**config.mk**
```make
export PLATFORM = sky130hd
export DESIGN_NAME = m_cond_eval
export DESIGN_NICKNAME = d
export VERILOG_FILES = /design/src/rtl/p_instruction.sv /design/src/rtl/m_cond_check.sv /design/src/rtl/m_cond_eval.sv
export SDC_FILE = /design/constraint.sdc
export NUM_CORES = 1
export LEC_CHECK = 0
export BUFFER_PORTS_ARGS = -buffer_cell sky130_fd_sc_hd__clkbuf_2
export CORE_ASPECT_RATIO = 0.9
export CORE_MARGIN = 2
export CORE_UTILIZATION = 45
export DETAILED_ROUTE_END_ITERATION = 16
export PLACE_DENSITY = 0.72
export SETUP_SLACK_MARGIN = 0.2
export SLEW_MARGIN = 20
export SYNTH_ARGS = -nofsm -noshare
export SYNTH_HDL_FRONTEND = slang
export SYNTH_SLANG_ARGS = --single-unit
```
**constraint.sdc**
```tcl
create_clock -name clk -period 3.1 [get_ports clk]
set_input_delay 0.62 -clock clk [delete_from_list [all_inputs] [get_ports clk]]
set_output_delay 0.62 -clock clk [all_outputs]
set_load 0.05 [all_outputs]
```
**src/rtl/p_instruction.sv**
```systemverilog
// Shared instruction-field types: the decoder's e_cond encoding and the NZCV flag layout.
package p_instruction;

   typedef enum logic [3:0] {
      EQ = 4'd0,  NE = 4'd1,  CS = 4'd2,  CC = 4'd3,
      MI = 4'd4,  PL = 4'd5,  VS = 4'd6,  VC = 4'd7,
      HI = 4'd8,  LS = 4'd9,  GE = 4'd10, LT = 4'd11,
      GT = 4'd12, LE = 4'd13, AL = 4'd14, NV = 4'd15
   } e_cond;

   typedef struct packed {
      logic n;
      logic z;
      logic c;
      logic v;
   } t_flags;

   localparam t_flags FLAGS_RESET = 4'b0000;

   // AL and NV ignore the flags, so they never wait on an in-flight writer.
   function automatic logic f_is_unconditional(input e_cond i_c);
      return (i_c == AL) || (i_c == NV);
   endfunction

endpackage

```
**src/rtl/m_cond_check.sv**
```systemverilog
// Combinational condition evaluator: (e_cond, NZCV) -> truth. Shared with the branch unit.
module m_cond_check
   import p_instruction::*;
(
   input  e_cond  i_cond,
   input  t_flags i_flags,
   output logic   o_truth
);

   always_comb begin
      o_truth = 1'b0;
      case (i_cond)
         EQ: o_truth = i_flags.z;
         NE: o_truth = !i_flags.z;
         CS: o_truth = i_flags.c;
         CC: o_truth = !i_flags.c;
         MI: o_truth = i_flags.n;
         PL: o_truth = !i_flags.n;
         VS: o_truth = i_flags.v;
         VC: o_truth = !i_flags.v;
         HI: o_truth = i_flags.c && !i_flags.z;
         LS: o_truth = !i_flags.c || i_flags.z;
         GE: o_truth = (i_flags.n == i_flags.v);
         LT: o_truth = (i_flags.n != i_flags.v);
         GT: o_truth = !i_flags.z && (i_flags.n == i_flags.v);
         LE: o_truth = i_flags.z || (i_flags.n != i_flags.v);
         AL: o_truth = 1'b1;
         NV: o_truth = 1'b0;
         default: o_truth = 1'b0;
      endcase
   end

endmodule

```
**src/rtl/m_cond_eval.sv**
```systemverilog
// Execute-stage head: holds NZCV, scoreboards in-flight flag writers, emits exec/squash.
// Optional build macro MARISCAL_COND_NV_FAULT_EN: accepted NV ops raise out_fault.
module m_cond_eval
   import p_instruction::*;
#(
   parameter int TAG_W       = 6,
   parameter int MAX_PENDING = 3
)(
   input  logic             clk,
   input  logic             rst_n,
   input  logic             in_valid,
   output logic             in_ready,
   input  logic [3:0]       in_cond,
   input  logic             in_set_flags,
   input  logic [TAG_W-1:0] in_tag,
   output logic             out_valid,
   input  logic             out_ready,
   output logic             out_exec,
   output logic             out_fault,
   output logic [TAG_W-1:0] out_tag,
   input  logic             flags_wr_en,
   input  logic [3:0]       flags_wr_val,
   input  logic             flush,
   output logic [3:0]       flags
);

   localparam int              PEND_W   = $clog2(MAX_PENDING + 1);
   localparam logic [PEND_W-1:0] PEND_MAX = PEND_W'(MAX_PENDING);
   localparam logic [PEND_W-1:0] PEND_ONE = PEND_W'(1);

   t_flags              r_flags;
   logic [PEND_W-1:0]   r_pend;
   logic                r_valid_p1;
   logic                r_exec_p1;
   logic [TAG_W-1:0]    r_tag_p1;

   e_cond   w_cond;
   t_flags  w_fe;
   logic    w_truth;
   logic    w_final;
   logic    w_cond_haz;
   logic    w_full_haz;
   logic    w_accept;
   logic    w_inc;
   logic    w_dec;

   assign w_cond = e_cond'(in_cond);
   // Forward a same-cycle commit so a dependent op need not wait an extra cycle.
   assign w_fe   = flags_wr_en ? t_flags'(flags_wr_val) : r_flags;

   m_cond_check u_cond_check (
      .i_cond  (w_cond),
      .i_flags (w_fe),
      .o_truth (w_truth)
   );

   assign w_final    = (r_pend == '0) || ((r_pend == PEND_ONE) && flags_wr_en);
   assign w_cond_haz = in_valid && !f_is_unconditional(w_cond) && !w_final;
   assign w_full_haz = in_valid && in_set_flags && (r_pend == PEND_MAX) && !flags_wr_en;

   assign in_ready = rst_n && (!r_valid_p1 || out_ready) && !w_cond_haz
                     && !w_full_haz && !flush;
   assign w_accept = in_valid && in_ready;

   assign w_inc = w_accept && in_set_flags && w_truth;
   assign w_dec = flags_wr_en;

   // Architectural flags and writer scoreboard
   always_ff @(posedge clk or negedge rst_n) begin
      if (!rst_n) begin
         r_flags <= FLAGS_RESET;
         r_pend  <= '0;
      end else begin
         if (flags_wr_en)
            r_flags <= t_flags'(flags_wr_val);
         if (flush)
            r_pend <= '0;
         else if (w_inc && !w_dec)
            r_pend <= r_pend + PEND_ONE;
         else if (w_dec && !w_inc && (r_pend != '0))
            r_pend <= r_pend - PEND_ONE;
      end
   end

   // Stage p1: registered decision toward execute
   always_ff @(posedge clk or negedge rst_n) begin
      if (!rst_n) begin
         r_valid_p1 <= 1'b0;
         r_exec_p1  <= 1'b0;
         r_tag_p1   <= '0;
      end else if (flush) begin
         r_valid_p1 <= 1'b0;
      end else if (w_accept) begin
         r_valid_p1 <= 1'b1;
         r_exec_p1  <= w_truth;
         r_tag_p1   <= in_tag;
      end else if (out_ready) begin
         r_valid_p1 <= 1'b0;
      end
   end

`ifdef MARISCAL_COND_NV_FAULT_EN
   logic r_fault_p1;

   always_ff @(posedge clk or negedge rst_n) begin
      if (!rst_n)
         r_fault_p1 <= 1'b0;
      else if (!flush && w_accept)
         r_fault_p1 <= (w_cond == NV);
   end

   assign out_fault = r_fault_p1;
`else
   assign out_fault = 1'b0;
`endif

   assign out_valid = r_valid_p1;
   assign out_exec  = r_exec_p1;
   assign out_tag   = r_tag_p1;
   assign flags     = r_flags;

endmodule

```
-- After elaboration in Yosys (flattened, before gate mapping)
Index checks and enable logic that the tools add are counted.
W data, S select, Z words.
- register bits after elaboration: 14
- input bits: 21
- output and inout port bits: 14
- word-level logic and storage cells: 79
- $add $sub $neg: 2
- equal/unequal tests: 19
- muxes and demuxes: 8
- bitwise operators: 1
- reduce and logical (&&, ||, !) cells: 41
- operator list (operator ; number):
    $eq A4 B4 Y1 const B ; 8
    $logic_and A1 B1 Y1 ; 18
    $eq A4 B3 Y1 const B ; 4
    $pmux W1 S16 ; 1
    $logic_not A1 Y1 ; 12
    $eq A4 B2 Y1 const B ; 2
    $mux W2 ; 3
    $reduce_bool A3 Y1 ; 2
    $logic_or A1 B1 Y1 ; 5
    $eq A4 B1 Y1 const B ; 1
    $logic_not A4 Y1 ; 1
    $mux W4 ; 1
    $mux W1 ; 3
    $add A2 B1 Y2 const B ; 1
    $eq A2 B1 Y1 const B ; 1
    $eq A2 B2 Y1 const B ; 1
    $logic_not A2 Y1 ; 1
    $reduce_and A2 Y1 ; 1
    $reduce_bool A2 Y1 ; 1
    $sub A2 B1 Y2 const B ; 1
    $eq A1 B1 Y1 ; 1
    $ne A1 B1 Y1 ; 1
    $not A1 Y1 ; 1

-- Depth between registers and ports, before layout
Gate-level depths: netlist of the first run.
- word-level depth: 18
- mapped depth: 10
- mapped depth without buffers: 9

-- Hierarchy
From an unflattened synthesis of the first run, not the netlist that was laid out.
- cells, all modules: 84
- area total of the unflattened synthesis: 922.1 um2
- by module, submodules not included (module ; instances ; cells each ; area each (um2)):
    m_cond_eval ; 1 ; 61 ; 767.0
    m_cond_check ; 1 ; 23 ; 155.1

-- Worst setup path after synthesis of the first run
Ideal clock, no wire load.
- path type: input-to-output
- start point: in in_cond[2]
- end point: out in_ready
- arrival: 1910 ps
- slack: 570 ps
- stages on the path: 5
- path buffers: 1
- path through: buf_2 > a31oi_1 > o21bai_1 > nand2_1 > a21oi_1
- word-level cells in the longest chain between the ends: 9
- elaborated cells on any way between the ends: 10
- those cells by class: eq/ne: 2; reduce/logical: 8
- ends and longest elaborated chain (element ; RTL line ; source):
    start: declaration ; m_cond_eval.sv:13 ; input logic [3:0] in_cond,
    $eq A4 B4 Y1 ; p_instruction.sv:22 ; return (i_c == AL) || (i_c == NV);
    $logic_or A1 B1 Y1 * ; p_instruction.sv:22 ;
    $logic_not A1 Y1 * ; m_cond_eval.sv:58 ; assign w_cond_haz = in_valid && !f_is_unconditional(w_cond) && !w_final;
    $logic_and A1 B1 Y1 * (2 in a row) ; m_cond_eval.sv:58 ;
    $logic_not A1 Y1 * ; m_cond_eval.sv:61 ; assign in_ready = rst_n && (!r_valid_p1 || out_ready) && !w_cond_haz
    $logic_and A1 B1 Y1 * ; m_cond_eval.sv:61 ;
    $logic_and A1 B1 Y1 * (2 in a row) ; m_cond_eval.sv:62 ; && !w_full_haz && !flush;
    end: declaration ; m_cond_eval.sv:12 ; output logic in_ready,
Every way passes the cells marked *; elsewhere a longest branch is shown, timed or not.

-- Final worst setup path of the first run
- start point: in flags_wr_en
- end point: reg r_pend[0]
- word-level cells in the longest chain between the ends: 15
- elaborated cells on any way between the ends: 33
- those cells by class: eq/ne: 2; mux: 4; reduce/logical: 27
- ends and longest elaborated chain (element ; RTL line ; source):
    start: declaration ; m_cond_eval.sv:21 ; input logic flags_wr_en,
    parallel branches: the longest is 15 deep, another holds $pmux W1 S16 ; n/a ;
    end signal: assignment ; m_cond_eval.sv:79 ; r_pend <= r_pend + PEND_ONE;
    end signal: assignment ; m_cond_eval.sv:81 ; r_pend <= r_pend - PEND_ONE;
    end: declaration ; m_cond_eval.sv:32 ; logic [PEND_W-1:0] r_pend;
Parallel ways; which one is timed is not known.
A chain may end at the register's enable or synchronous reset.

==> metrics.md, run 1 <==
| Metric | Value |
|---|---|
| Max_cap viols | `0` |
| Vias | `812` |
| CTS Sinks | `14` |
| H-tree depth | `1` |
| Hold Crit Class | `primary input to asynchronous set/reset pin` |
| Clock Tree Root | `clkbuf_4` |
| Net Count, Synth | `116` |
| Finish-stage setup viols | `0` |
| Layout cells sized above 1 | `0.4309` |
| Crit Path Class | `primary input to register` |
| Setup slack, reg-to-reg | `0.80 ns` |
| Sw Share | `0.4476` |
| Logic pwr share | `0.460` |
| Ys Warns | `0` |
| Vias in the first global route | `788` |
| Post-synthesis sequential area ratio | `0.3618` |
| Clock Skew | `0.007620 ns` |
| CTS clk-pin slew, worst paths | `0.10 ns` |
| Clock power frac | `0.187` |
| Critical Path Start | `flags_wr_en` |
| # port buffers | `33` |
| Final wirelength | `2.034 mm` |
| Startpoint Class | `primary input` |
| FILL cells | `179` |
| Core area | `1971 um^2` |
| DP Wirelength | `1.629 mm` |
| Die width | `52.90 um` |
| DRC viols | `0` |
| Final ANT Viol Nets | `0` |
| Asr flop ratio synth | `1.000` |
| Global-route wire length before repair | `3.381 mm` |
| Max-slew violation count | `0` |
| WP data arrival | `2.71 ns` |
| Commonest cells after routing, fill and taps aside | `clkbuf_2, dfrtp_1, mux2_2` |
| Grt ovf | `0` |
| EDFF count, synth | `0` |
| Synth Flop Type | `dfrtp_1` |
| Setup WS pre-CTS | `0.2627 ns` |
| Initial antenna violation count | `0` |
| VDD IR max | `0.0005116 V` |
| Fin worst setup slack | `0.5623 ns` |
| Internal power | `395.1 uW` |
| Post-route setup TNS | `0 ns` |
| Crit-path cells | `clkbuf_2 -> mux4_2 -> xnor2_1 -> o211ai_1 -> a31o_1 -> o21ai_1 -> mux2i_1 -> mux2_1` |
| I/O pin cnt | `35` |
| Worst R2R End | `r_pend[0]` |
| Final hold vios | `0` |
| Flop and latch count out of synthesis | `14` |
| Vias/cell | `5.486` |
| R2R depth | `7` |
| Die footprint | `2540 um^2` |
| Pin count of the biggest net entering global routing | `17` |
| PD cells | `617.4 nW/um^2` |
| Post-CTS Hold Fix Bufs | `0` |
| Req. time, crit path | `3.27 ns` |
| First DRT Iteration DRCs | `7` |
| Post_cts resized | `0` |
| Rows | `15` |
| Synth Instances | `92` |
| Multi-input logic area | `553.0 um^2` |
| Layout Utilization | `0.5879` |
| Drt pass-1 iters | `4` |
| Initial Util | `0.4914` |
| Mapped Avg Cell Area | `10.53 um^2` |
| Clock Path Buffers | `2` |
| Global-route usage over all layers | `0.1853` |
| Clk_lat worst skew | `0.28 ns` |
| Antenna cell count | `0` |
| Layout area overhead | `19.64%` |
| Chip height | `48.01 um` |
| Worst setup EP type | `register` |
| Lkg Pwr | `0.0005633 uW` |
| Final period util | `0.8186` |
| Crit-path max cell delay | `0.55 ns` |
| Synthesized area | `968.4 um^2` |
| Setup crit end | `r_pend[0]` |
| CTS tree | `done` |
| Post-CTS Setup Repair Bufs | `0` |
| DR WL/cell | `13.74 um` |
| Status | `finished clean` |
| Worst path bufs/invs | `1` |
| Post-synthesis cell type count | `47` |
| CTS buffer count | `3` |
| Most common cell after layout, fill and taps aside | `clkbuf_2` |
| Register share of total power | `0.352` |
| Nets | `148` |
| Switching Power | `320.2 uW` |
| Critical path depth | `8` |
| Reg-to-reg startpoint | `flags[3]` |
| Slowest CP cell | `mux4_2` |
| Min Tclk post-route | `2.538 ns` |
| Storage cell area | `350.3 um^2` |
| GP Congestion | `0.8042` |
| Crit path max-delay family | `multiplexers` |
| Max Clock Freq | `0.3941 GHz` |
| Crit path max fanout | `11` |
| RSZ-0062 raised after global routing | `no` |
cells in the mapped netlist (all sizes together) (2+ instances only):
cell	count	area, um^2
xor2	2	17.52
dfrtp	14	350.3
o21ai	3	15.01
nand2b	6	37.54
ha	3	37.54
nor2	2	7.510
nand4b	3	26.28
mux2	10	116.4
nor3	2	10.01
mux2i	3	30.03
inv	4	15.01
clkbuf	2	7.510
nand2	4	15.01
or2	3	21.28
buf	5	42.53
o211ai	2	15.01
sequential cells by signal (all words and copies together), names as in the netlist:
register   cells
flags          4
out_exec       1
out_tag        6
out_valid      1
r_pend         2
layer usage:
layer	vias up	GRT usage	wire length, um
li1	398	-	-
met1	384	0.2364	879
met2	26	0.3175	1024
met3	4	0.03438	106
met4	0	0.07179	24
met5	-	0	0
final cells by class:
type                       count  area share
timing repair buffer          34      0.1490
tap                           25     0.02700
clock buffer                   4     0.03132
sequential                    14      0.3024
inverter                       4     0.01296
multi-input combinational     67      0.4773
stage by stage:
step	hold slack (ns)	std cells	power (uW)	area [um^2]
after global routing	0.2634	148	754.5	1159
after global placement	0.4901	144	578.3	1122
final	0.2414	148	715.4	1159
after detailed placement	0.4955	144	587.3	1122
after CTS	0.2486	148	721.2	1159
after floorplan	0.3244	92	505.3	968.4
power groups by stage:
stage               sequential (uW)  clock [uW]  combinational (uW)
floorplan                       396           0                 110
global placement                253           0                 326
detailed placement              257           0                 331
CTS                             253         136                 332
global route                    257         143                 354
finish                          252         134                 329
logic make-up after synthesis:
group           count (synthesis)  share of synthesized area
fa+ha+maj                       3                    0.03876
simple gates                   30                     0.2080
flops                          14                     0.3618
xor+xnor                        3                    0.02714
compound gates                 16                     0.1189
other cells                     1                   0.003872
mux                            14                     0.1744
buf+inv                        11                    0.06717
worst min path at each step:
| stage | to | slack (ns) | cells after the start |
|---|---|---|---|
| 2_1_floorplan | flags[0] | 0.32 | 0 |
| 3_3_place_gp | out_tag[0] | 0.49 | 1 |
| 3_5_place_dp | out_tag[2] | 0.50 | 1 |
| 4_1_cts | r_pend[1] | 0.25 | 1 |
| 5_1_grt | out_valid | 0.26 | 1 |
| 6_report | r_pend[1] | 0.24 | 1 |
(Power assumes the default switching activity.)
==> run 2: changes to the inputs <==
==> constraint.sdc (replaced) <==
create_clock -name clk -period 2.58 [get_ports clk]
set_input_delay 0.516 -clock clk [delete_from_list [all_inputs] [get_ports clk]]
set_output_delay 0.516 -clock clk [all_outputs]
set_load 0.05 [all_outputs]
==> metrics.md, run 2 (synthesis gave the netlist of run 1 again) <==
| Metric | Value |
|---|---|
| Layout Utilization | `0.6146 (+0.02667)` |
| Reg-to-reg startpoint | `flags[0]` |
| Critical Path Start | `flags[0]` |
| Setup slack, reg-to-reg | `0.31 ns (-0.49 ns)` |
| DR WL/cell | `12.67 um (-7.8%)` |
| Status | `finished clean` |
| Req. time, crit path | `2.74 ns (-0.53 ns)` |
| Final ANT Viol Nets | `0 (unchanged)` |
| Die width | `52.90 um (unchanged)` |
| Post-route setup TNS | `0 ns (unchanged)` |
| RSZ-0062 raised after global routing | `no` |
| Antenna cell count | `0 (unchanged)` |
| Crit-path max cell delay | `0.48 ns (-0.07 ns)` |
| Crit Path Class | `register to register` |
| Crit path max-delay family | `multiplexers` |
| VDD IR max | `0.0005279 V (+3.2%)` |
| DRC viols | `0 (unchanged)` |
| Clock Path Buffers | `2 (unchanged)` |
| Number of flip-flops in the largest register | `6 (unchanged)` |
| Vias/cell | `5.366 (-2.2%)` |
| Nets | `153 (+3.4%)` |
| Crit-path cells | `mux4_2 -> xnor2_1 -> o211ai_1 -> a31o_1 -> o21ai_1 -> mux2i_1 -> mux2_1` |
| Die footprint | `2540 um^2 (unchanged)` |
| Layout area overhead | `25.06%` |
| Slowest CP cell | `mux4_2` |
| PD cells | `716.0 nW/um^2 (+16%)` |
| Min Tclk post-route | `2.273 ns` |
| Worst path bufs/invs | `0 (-1)` |
| CTS buffer count | `3 (unchanged)` |
| CTS Sinks | `14 (unchanged)` |
| Startpoint Class | `register` |
| WP data arrival | `2.44 ns (-0.27 ns)` |
| # port buffers | `33 (unchanged)` |
| Clock Tree Root | `clkbuf_4` |
| First DRT Iteration DRCs | `11 (+4)` |
| Most common cell after layout, fill and taps aside | `clkbuf_2` |
| Pin count of the biggest net entering global routing | `12 (-5)` |
| Layout cells sized above 1 | `0.4609 (+0.03004)` |
| Crit path max fanout | `4 (-7)` |
| Finish-stage setup viols | `0 (unchanged)` |
| CTS clk-pin slew, worst paths | `0.10 ns (about the same)` |
| Global-route usage over all layers | `0.1748 (-0.01046)` |
| DP Wirelength | `1.616 mm (-0.77%)` |
| GP Congestion | `0.8680 (+7.9%)` |
| Max Clock Freq | `0.4399 GHz` |
| Max-slew violation count | `0 (unchanged)` |
| Core area | `1971 um^2 (unchanged)` |
| Worst setup EP type | `register` |
| Grt ovf | `0 (unchanged)` |
| Final period util | `0.8812` |
| I/O pin cnt | `35 (unchanged)` |
| CTS tree | `done` |
| Initial Util | `0.4914 (unchanged)` |
| Chip height | `48.01 um (unchanged)` |
| Global-route wire length before repair | `3.174 mm (-6.1%)` |
| Hold Crit Class | `primary input to asynchronous set/reset pin` |
| Drt pass-1 iters | `2 (-2)` |
| Final wirelength | `1.938 mm (-4.7%)` |
| Lkg Pwr | `0.0005891 uW (+4.6%)` |
| Vias in the first global route | `754 (-4.3%)` |
| Commonest cells after routing, fill and taps aside | `clkbuf_2, dfrtp_1, mux2_2` |
| Vias | `821 (+1.1%)` |
| Clk_lat worst skew | `0.29 ns (about the same)` |
| Clock Skew | `0.01230 ns (+0.004685 ns)` |
| Initial antenna violation count | `0 (unchanged)` |
| Rows | `15 (unchanged)` |
| H-tree depth | `1 (unchanged)` |
| Max_cap viols | `0 (unchanged)` |
| Final hold vios | `0 (unchanged)` |
[run 2: cell count changes in the layout (fill, tap and decap cells not counted)]
cell      before  now
clkbuf_2      33   32
ha_1           3    2
buf_4          1    7
ha_4           0    1
[run 2: cell type report]
cell class	instances	area (um^2)
Fill cell	180	759.5
Multi-Input combinational cell	67	565.5
Sequential cell	14	350.3
Timing Repair Buffer	39	212.7
Clock buffer	4	36.28
Tap cell	25	31.28
Inverter	4	15.01
[run 2: through the flow]
| stage | std cells | power (uW) | worst slack, ns | cell area (um^2) | hold WS [ns] |
|---|---|---|---|---|---|
| after floorplan | 92 | 607.2 | 0.2146 | 968.4 | 0.2204 |
| after global placement | 149 | 701.4 | 0.1076 | 1160 | 0.3400 |
| after detailed placement | 149 | 708.1 | 0.02151 | 1160 | 0.3400 |
| after CTS | 153 | 869.0 | 0.2303 | 1196 | 0.02477 |
| after global routing | 153 | 919.1 | 0.2016 | 1211 | 0.02412 |
| final | 153 | 867.2 | 0.3065 | 1211 | 0.02638 |
[run 2: timing repair]
action	in CTS	in global routing
setup endpoints to repair	0	2
setup buffers	0	0
hold buffers	0	0
hold endpoints to repair	0	0
resized for setup	0	5
[run 2: worst reg2reg max path, cell delays in order (launching register included)]
cell and delay (ns):
dfrtp_1 0.42, mux4_2 0.48, xnor2_1 0.15, o211ai_1 0.10, a31o_1 0.22, o21ai_1 0.21, mux2i_1 0.24, mux2_1 0.34
[run 2: metal layers]
layer | track usage | routed length (um) | up-vias
met3 | 0.05000 | 82 | 2
li1 | - | - | 405
met1 | 0.2281 | 881 | 398
met2 | 0.2775 | 962 | 16
met5 | 0 | 0 | -
met4 | 0.07179 | 12 | 0
[run 2: worst paths after layout]
path | endpoint | cells after the start
setup / recovery | r_pend[0] | 7
hold / removal | out_valid | 1
setup reg to reg | r_pend[0] | 7
hold reg to reg | out_tag[2] | 1
max in group asynchronous | r_pend[0] | 2
min in group clk | out_tag[4] | 2
[run 2: power by group]
group          switching, uW  total, uW  internal (uW)  leakage (uW)
logic                    278        405            128      0.000397
clock network           75.8        162           85.8     0.0000210
registers               29.3        300            271      0.000171
